`src/rtl/aoi21_pipe_bank_if.sv`:
```
// Handshake/data bundle for aoi21_pipe_bank: input beat side plus output beat side.
// master = upstream/downstream environment, slave = the pipe bank itself.
interface aoi21_pipe_bank_if #(
   parameter int CH = 4,
   parameter int AW = 2
);
   logic             IN_VALID;
   logic             IN_READY;
   logic             MODE;
   logic [CH*AW-1:0] A;
   logic [CH-1:0]    B;
   logic             OUT_VALID;
   logic             OUT_READY;
   logic [CH-1:0]    ZN;

   modport master (
      output IN_VALID, MODE, A, B, OUT_READY,
      input  IN_READY, OUT_VALID, ZN
   );

   modport slave (
      input  IN_VALID, MODE, A, B, OUT_READY,
      output IN_READY, OUT_VALID, ZN
   );
endinterface

```
`src/rtl/aoi21_pipe_bank.sv`:
```
// CH-channel AOI/OAI function bank feeding a DEPTH-stage elastic valid/ready pipeline.
// Each stage advances when it is empty or the stage ahead of it advances.
module aoi21_pipe_bank_lane #(
   parameter int AW = 2
) (
   input  logic [AW-1:0] a,
   input  logic          b,
   input  logic          mode,
   output logic          zn
);
   always_comb zn = mode ? ~((|a) & b) : ~((&a) | b);
endmodule

module aoi21_pipe_bank #(
   parameter int CH    = 4,
   parameter int AW    = 2,
   parameter int DEPTH = 2
) (
   input logic              CLK,
   input logic              RST,
   aoi21_pipe_bank_if.slave bus
);
   if (DEPTH < 1) begin : g_bad_depth
      $error("aoi21_pipe_bank: DEPTH must be >= 1");
   end

   logic [CH-1:0]             f;
   logic [DEPTH-1:0]          v_q, v_d;
   logic [DEPTH-1:0][CH-1:0]  d_q, d_d;
   logic [DEPTH-1:0]          adv;
   logic                      stall_tail;

   for (genvar i = 0; i < CH; i++) begin : g_lane
      aoi21_pipe_bank_lane #(.AW(AW)) u_lane (
         .a    (bus.A[i*AW +: AW]),
         .b    (bus.B[i]),
         .mode (bus.MODE),
         .zn   (f[i])
      );
   end

   // Stage k is blocked only if it and every stage ahead are full and the sink stalls;
   // evaluated tail-first so the ripple stays inside one process.
   always_comb begin
      adv        = '0;
      stall_tail = ~bus.OUT_READY;
      for (int k = DEPTH - 1; k >= 0; k--) begin
         stall_tail = stall_tail & v_q[k];
         adv[k]     = ~stall_tail;
      end
   end

   always_comb begin
      v_d = v_q;
      d_d = d_q;
      if (adv[0]) begin
         v_d[0] = bus.IN_VALID;
         d_d[0] = f;
      end
      for (int k = 1; k < DEPTH; k++) begin
         if (adv[k]) begin
            v_d[k] = v_q[k-1];
            d_d[k] = d_q[k-1];
         end
      end
   end

   always_ff @(posedge CLK) begin
      if (RST) begin
         v_q <= '0;
         d_q <= '0;
      end else begin
         v_q <= v_d;
         d_q <= d_d;
      end
   end

   assign bus.IN_READY  = adv[0];
   assign bus.OUT_VALID = v_q[DEPTH-1];
   assign bus.ZN        = d_q[DEPTH-1];
endmodule

```
`src/flat_wrapper.sv`:
```
// flat-port wrapper written by rule: the top's interface ports become plain ports
module aoi21_pipe_bank_flat 
#(
   parameter int CH    = 4,
   parameter int AW    = 2,
   parameter int DEPTH = 2
)
  (CLK, RST, bus_IN_VALID, bus_MODE, bus_A, bus_B, bus_OUT_READY, bus_IN_READY, bus_OUT_VALID, bus_ZN);
  aoi21_pipe_bank_if #(.CH(CH), .AW(AW)) bus_i ();
  input logic CLK;
  input logic RST;
  input wire logic [$bits(bus_i.IN_VALID)-1:0] bus_IN_VALID;
  input wire logic [$bits(bus_i.MODE)-1:0] bus_MODE;
  input wire logic [$bits(bus_i.A)-1:0] bus_A;
  input wire logic [$bits(bus_i.B)-1:0] bus_B;
  input wire logic [$bits(bus_i.OUT_READY)-1:0] bus_OUT_READY;
  output wire logic [$bits(bus_i.IN_READY)-1:0] bus_IN_READY;
  output wire logic [$bits(bus_i.OUT_VALID)-1:0] bus_OUT_VALID;
  output wire logic [$bits(bus_i.ZN)-1:0] bus_ZN;
  assign bus_i.IN_VALID = bus_IN_VALID;
  assign bus_i.MODE = bus_MODE;
  assign bus_i.A = bus_A;
  assign bus_i.B = bus_B;
  assign bus_i.OUT_READY = bus_OUT_READY;
  assign bus_IN_READY = bus_i.IN_READY;
  assign bus_OUT_VALID = bus_i.OUT_VALID;
  assign bus_ZN = bus_i.ZN;
  aoi21_pipe_bank #(.CH(CH), .AW(AW), .DEPTH(DEPTH)) u_core (.CLK(CLK), .RST(RST), .bus(bus_i));
endmodule
```
`config.mk`:
```
export PLATFORM = sky130hd
export DESIGN_NAME = aoi21_pipe_bank_flat
export DESIGN_NICKNAME = d
export VERILOG_FILES = /design/src/rtl/aoi21_pipe_bank_if.sv /design/src/rtl/aoi21_pipe_bank.sv /design/src/flat_wrapper.sv
export SDC_FILE = /design/constraint.sdc
export NUM_CORES = 1
export LEC_CHECK = 0
export BUFFER_PORTS_ARGS = -buffer_cell sky130_fd_sc_hd__buf_2
export CORE_AREA = 3 3 40 42
export CTS_CLUSTER_DIAMETER = 100
export DETAILED_ROUTE_END_ITERATION = 10
export DIE_AREA = 0 0 43 45
export HOLD_SLACK_MARGIN = 0.08
export PLACE_DENSITY = 0.66
export SLEW_MARGIN = 20
export SYNTH_ARGS = -nofsm -noshare
export SYNTH_HDL_FRONTEND = slang
export SYNTH_SLANG_ARGS = --single-unit
```
`constraint.sdc`:
```
create_clock -name CLK -period 1.12 [get_ports CLK]
set_input_delay 0.168 -clock CLK [delete_from_list [all_inputs] [get_ports CLK]]
set_output_delay 0.168 -clock CLK [all_outputs]
set_load 0.01 [all_outputs]
```
After elaboration in Yosys (flattened, before gate mapping)
Index checks and enable logic that the tools add are counted.
Storage, ports and cells
  bits in registers: 10
  word-level logic and storage cells: 36
  input bits: 17
Operators by class
  reduce and logical (&&, ||, !) cells: 8
  bitwise gates (word level): 20
  muxes and demuxes: 4
Operator list (count)
  1-bit inverter: 10
  2-bit AND reduction: 4
  2-bit OR reduction: 4
  1-bit bitwise AND: 6
  1-bit two-way mux: 4
  1-bit OR: 4

Depth between registers and ports, before layout
  word-level depth: 4
  gate-level depth with buffers: 5
  mapped depth without buffers: 4

Modules after synthesis
A second synthesis with hierarchy kept.
Second synthesis, totals
  cells, all modules: 58
  area, all modules: 483.0 sq um
By module, submodules not included
  aoi21_pipe_bank: area each 387.9 sq um, seq. area each 200.2 sq um, cells an instance 42, instances 1
  aoi21_pipe_bank_lane: area each 23.8 sq um, seq. area each 0.0 sq um, cells an instance 4, instances 4

Worst setup path after synthesis
Ideal clock, no wire load.
  path kind: reg-to-reg
  start: register u_core.v_q[1]
  end: register u_core.d_q[3] (netlist name)
  required time: 0.985 ns
  path slack: 0.087 ns
  buffers on the path: 1
  clock period less this slack: 1.033 ns
  arrival time: 0.898 ns
  stages on the path, launching flop included: 6
  library setup time: 0.135 ns
  cells stage by stage: dfxtp_1 nor2b_4 buf_12 nand2_8 o211ai_1 a21oi_1
On the way
  word-level cells in the longest chain between the ends: 2
RTL lines
  start: declaration: line aoi21_pipe_bank.sv:28  | logic [DEPTH-1:0] v_q, v_d;
  start signal: assignment: line aoi21_pipe_bank.sv:73  | v_q <= v_d;
  1-bit bitwise AND (2 in a row): line aoi21_pipe_bank.sv:48  | stall_tail = stall_tail & v_q[k];
  end signal: assignment: line aoi21_pipe_bank.sv:71  | d_q <= '0;
  end signal: assignment: line aoi21_pipe_bank.sv:74  | d_q <= d_d;
  end: declaration: line aoi21_pipe_bank.sv:29  | logic [DEPTH-1:0][CH-1:0] d_q, d_d;
No other way between the ends.
A chain may end at the register's enable or synchronous reset.

Worst setup path after layout
  start: register u_core.v_q[1]
  end: output port bus_IN_READY
On the way
  word-level cells in the longest chain between the ends: 3
RTL lines
  1-bit bitwise AND (2 in a row): line aoi21_pipe_bank.sv:48
  1-bit inverter: line aoi21_pipe_bank.sv:49  | adv[k] = ~stall_tail;
  end: declaration: line flat_wrapper.sv:17  | output wire logic [$bits(bus_i.IN_READY)-1:0] bus_IN_READY;
No other way between the ends.

==> impl_summary.log <==
[metrics] final setup violating endpoints: 1
[metrics] final hold violation count: 0
[metrics] Reg area: 201.4 um2
[metrics] Setup crit start kind: flop
[metrics] met2 WL post-DR: approximately 500 um
[metrics] later-pin clock latency in the skew report: roughly 270 ps
[metrics] Die Span Y: roughly 45 um
[metrics] total number of vias: 440
[metrics] GRT overflow: 0
[metrics] hold-fix buffers at CTS: 0
[metrics] part of the Yosys area used for sequential elements: between 40% and 50%
[metrics] clock sinks: 10
[metrics] critical path endpoint category: output pin
[metrics] time the worst path needs with I/O delays and setup: 1221 ps
[metrics] final wirelength: about 1100 um
[metrics] final net count: 94
[metrics] synthesis-to-layout area growth: 32.99%
[metrics] worst-path maximum fanout: 2
[metrics] post-synth top area share: between 40% and 50%
[metrics] area of the core: 1285 um2
[metrics] routed length per instance: 11.56 um
[metrics] combined area of the multi-input logic cells: 231.5 um2
[metrics] Slew Limit Fails: 0
[metrics] maximum achievable frequency: 818.7 MHz
[metrics] power per standard cell area: between 1000 and 1500 nW/um2
[metrics] total of fill cells in the finished design: 126
[metrics] total nets after synthesis: 69
[metrics] cell row count: 13
[metrics] buffers from clock root to sink, at most: 2
[metrics] starting density of the core: a little under two fifths
[metrics] post-route clock period utilization: 109.1%
[metrics] post-DR vias/cell: 4.835
[metrics] post-route DRC violation count: 0
[metrics] endpoint required time on the critical path: 950 ps
[metrics] setup repair after global routing missed its margin: true
[metrics] CTS HTree Levels: 1
[metrics] antenna cell count: 0
[metrics] yosys warns: 0
[metrics] commonest non-fill, non-tap cells in the layout: sky130_fd_sc_hd__buf_2 (21), sky130_fd_sc_hd__dfxtp_1 (9), sky130_fd_sc_hd__nor2_1 (7), sky130_fd_sc_hd__o21ai_0 (7), sky130_fd_sc_hd__a21oi_1 (6)
[metrics] worst ir drop on vdd: 0.0004859 V
[metrics] count of boundary I/O pins: 23
[metrics] synthesis-stage register bit count: 10
[metrics] worst setup path category: flop to output pin
[metrics] met3 WL: around 93 um
[metrics] Slew headroom: about four fifths
[metrics] count of cell types in the netlist: 16
[metrics] remaining number of nets flagged by the antenna check after routing: 0
[metrics] dominant cell type by area after synthesis: sky130_fd_sc_hd__dfxtp_1
[metrics] Post-Place Cell Area: a little under 600 um2
[metrics] cell types with the largest area share after synthesis: sky130_fd_sc_hd__dfxtp_1 (41%), sky130_fd_sc_hd__mux2i_1 (8.2%), sky130_fd_sc_hd__o21ai_0 (7.2%)
[metrics] result of the run: finished with violations
[metrics] largest net degree at the start of global routing: 11
[metrics] Netlist Area Pre-Place: ~500 um2
[metrics] Die Footprint: just under 2000 um2
[metrics] port bufs: 22
[metrics] total routing resource utilization after global routing: 12.70%
[metrics] uppermost metal layer occupied by signal nets: met4
[metrics] CTS tree: built
[metrics] Mapped Avg Cell Area: 9.408 um2
[metrics] initial antenna violation count: 0
[metrics] global placement routability congestion: roughly 0.66
[metrics] via count of the first global-routing pass: ~440
[metrics] first-pass GRT wire length: about 1800 um
[metrics] Clock Root Buffer: sky130_fd_sc_hd__clkbuf_4
[metrics] finished layout cell area: roughly 650 um2
[metrics] transition time of the tightest slew-check pin: between 200 and 300 ps
[metrics] slack of the critical path: -101.4 ps
[metrics] DRT iter0 DRCs: 10
[metrics] CTS clk-pin slew, worst paths: approximately 70 ps
[metrics] violations in the final reports: negative setup slack
[metrics] cells after synthesis: 52
[metrics] Num CTS Buffers: 3
[metrics] number of optimization iterations in the first detailed-route pass: 2
[metrics] most frequent standard cell in the layout excluding fill and tap cells: sky130_fd_sc_hd__buf_2
[metrics] maxcap violations: 0
[metrics] M1 wire length: roughly 440 um
[metrics] arrival time at the worst endpoint: around 1100 ps
[metrics] Final Skew: 2.449 ps
[metrics] utilization after layout: between 50 and 60%
[metrics] type of the worst min-delay path: input port to flop
[metrics] share of layout cells above drive strength 1: approximately 50%
[metrics] leakage power total: 0.2887 nW
[metrics] Die X-Extent: about 43 um
==> routing by layer <==
metal / track usage (%) / vias to the layer above
met5: 0 / -
met4: 9.036 / 0
met3: 3.586 / 2
met2: 21.26 / 23
met1: 13.87 / 188
li1: - / 227
==> final cells by class <==
class / count / area share [%]
repair buffers: 26 / 24.42
multi-input cells: 35 / 35.58
clock buffers: 4 / 5.577
inverters: 1 / 0.5769
flip-flops and latches: 10 / 30.96
well taps: 15 / 2.885
==> cells in the mapped netlist (all sizes together) <==
library cell and count:
a211oi 2, a21oi 6, buf 5, clkbuf 1
dfxtp 10, inv 1, mux2i 4, nand2 1
nand3 3, nor2 9, nor2b 2, o211ai 1
o21ai 7
==> final timing paths <==
kind | startpoint | to | slack [ps] | cells after the start
worst max-delay path | u_core.v_q[1] | bus_IN_READY | -100 | 4
worst min-delay path | bus_IN_VALID | u_core.v_q[0] | 130 | 3
worst max register to register | u_core.v_q[1] | u_core.d_q[3] | 30 | 6
worst min register to register | u_core.d_q[0] | u_core.d_q[0] | 480 | 2
==> critical path, cell delays in order (launching register included) <==
cell,delay [ps]
sky130_fd_sc_hd__dfxtp_2,320
sky130_fd_sc_hd__nor2b_4,160
sky130_fd_sc_hd__buf_12,120
sky130_fd_sc_hd__nand2_8,50
sky130_fd_sc_hd__buf_6,130
==> through the flow <==
step	hold slack, ps	instances	setup WS [ps]	TNS, ps	total power [mW]
6_report	126.7	91	-101.4	-101.4	0.8466
5_1_grt	137.0	91	-135.0	-202.0	0.8846
4_1_cts	126.3	91	-111.9	-111.9	0.8463
3_5_place_dp	386.2	85	111.7	0	0.5135
3_3_place_gp	378.8	85	139.6	0	0.5092
2_1_floorplan	285.4	52	87.07	0	0.4696
==> registers in the layout, indices dropped and copies added (netlist names) <==
register,cells
u_core.d_q,4
u_core.bus.ZN,4
u_core.v_q,2
==> cells by family after synthesis <==
logic type	after synthesis	synth area share, %
buffers and inverters	7	11.76
AOI/OAI and AO/OA	16	19.95
and+or+nand+nor	15	19.18
muxes	4	8.184
DFF	10	40.92
==> what timing repair did <==
action	4_1_cts	5_1_grt
buffers inserted	2	0
resized for setup	2	0
setup endpoints to repair	1	4
==> where the power goes <==
group	internal, mW	switching [mW]	total [mW]	leakage (nW)
Clock	0.198	0.139	0.337	0.0210
Sequential	0.377	0.0149	0.392	0.0829
Combinational	0.0622	0.0555	0.118	0.185
(Power assumes the default switching activity.)
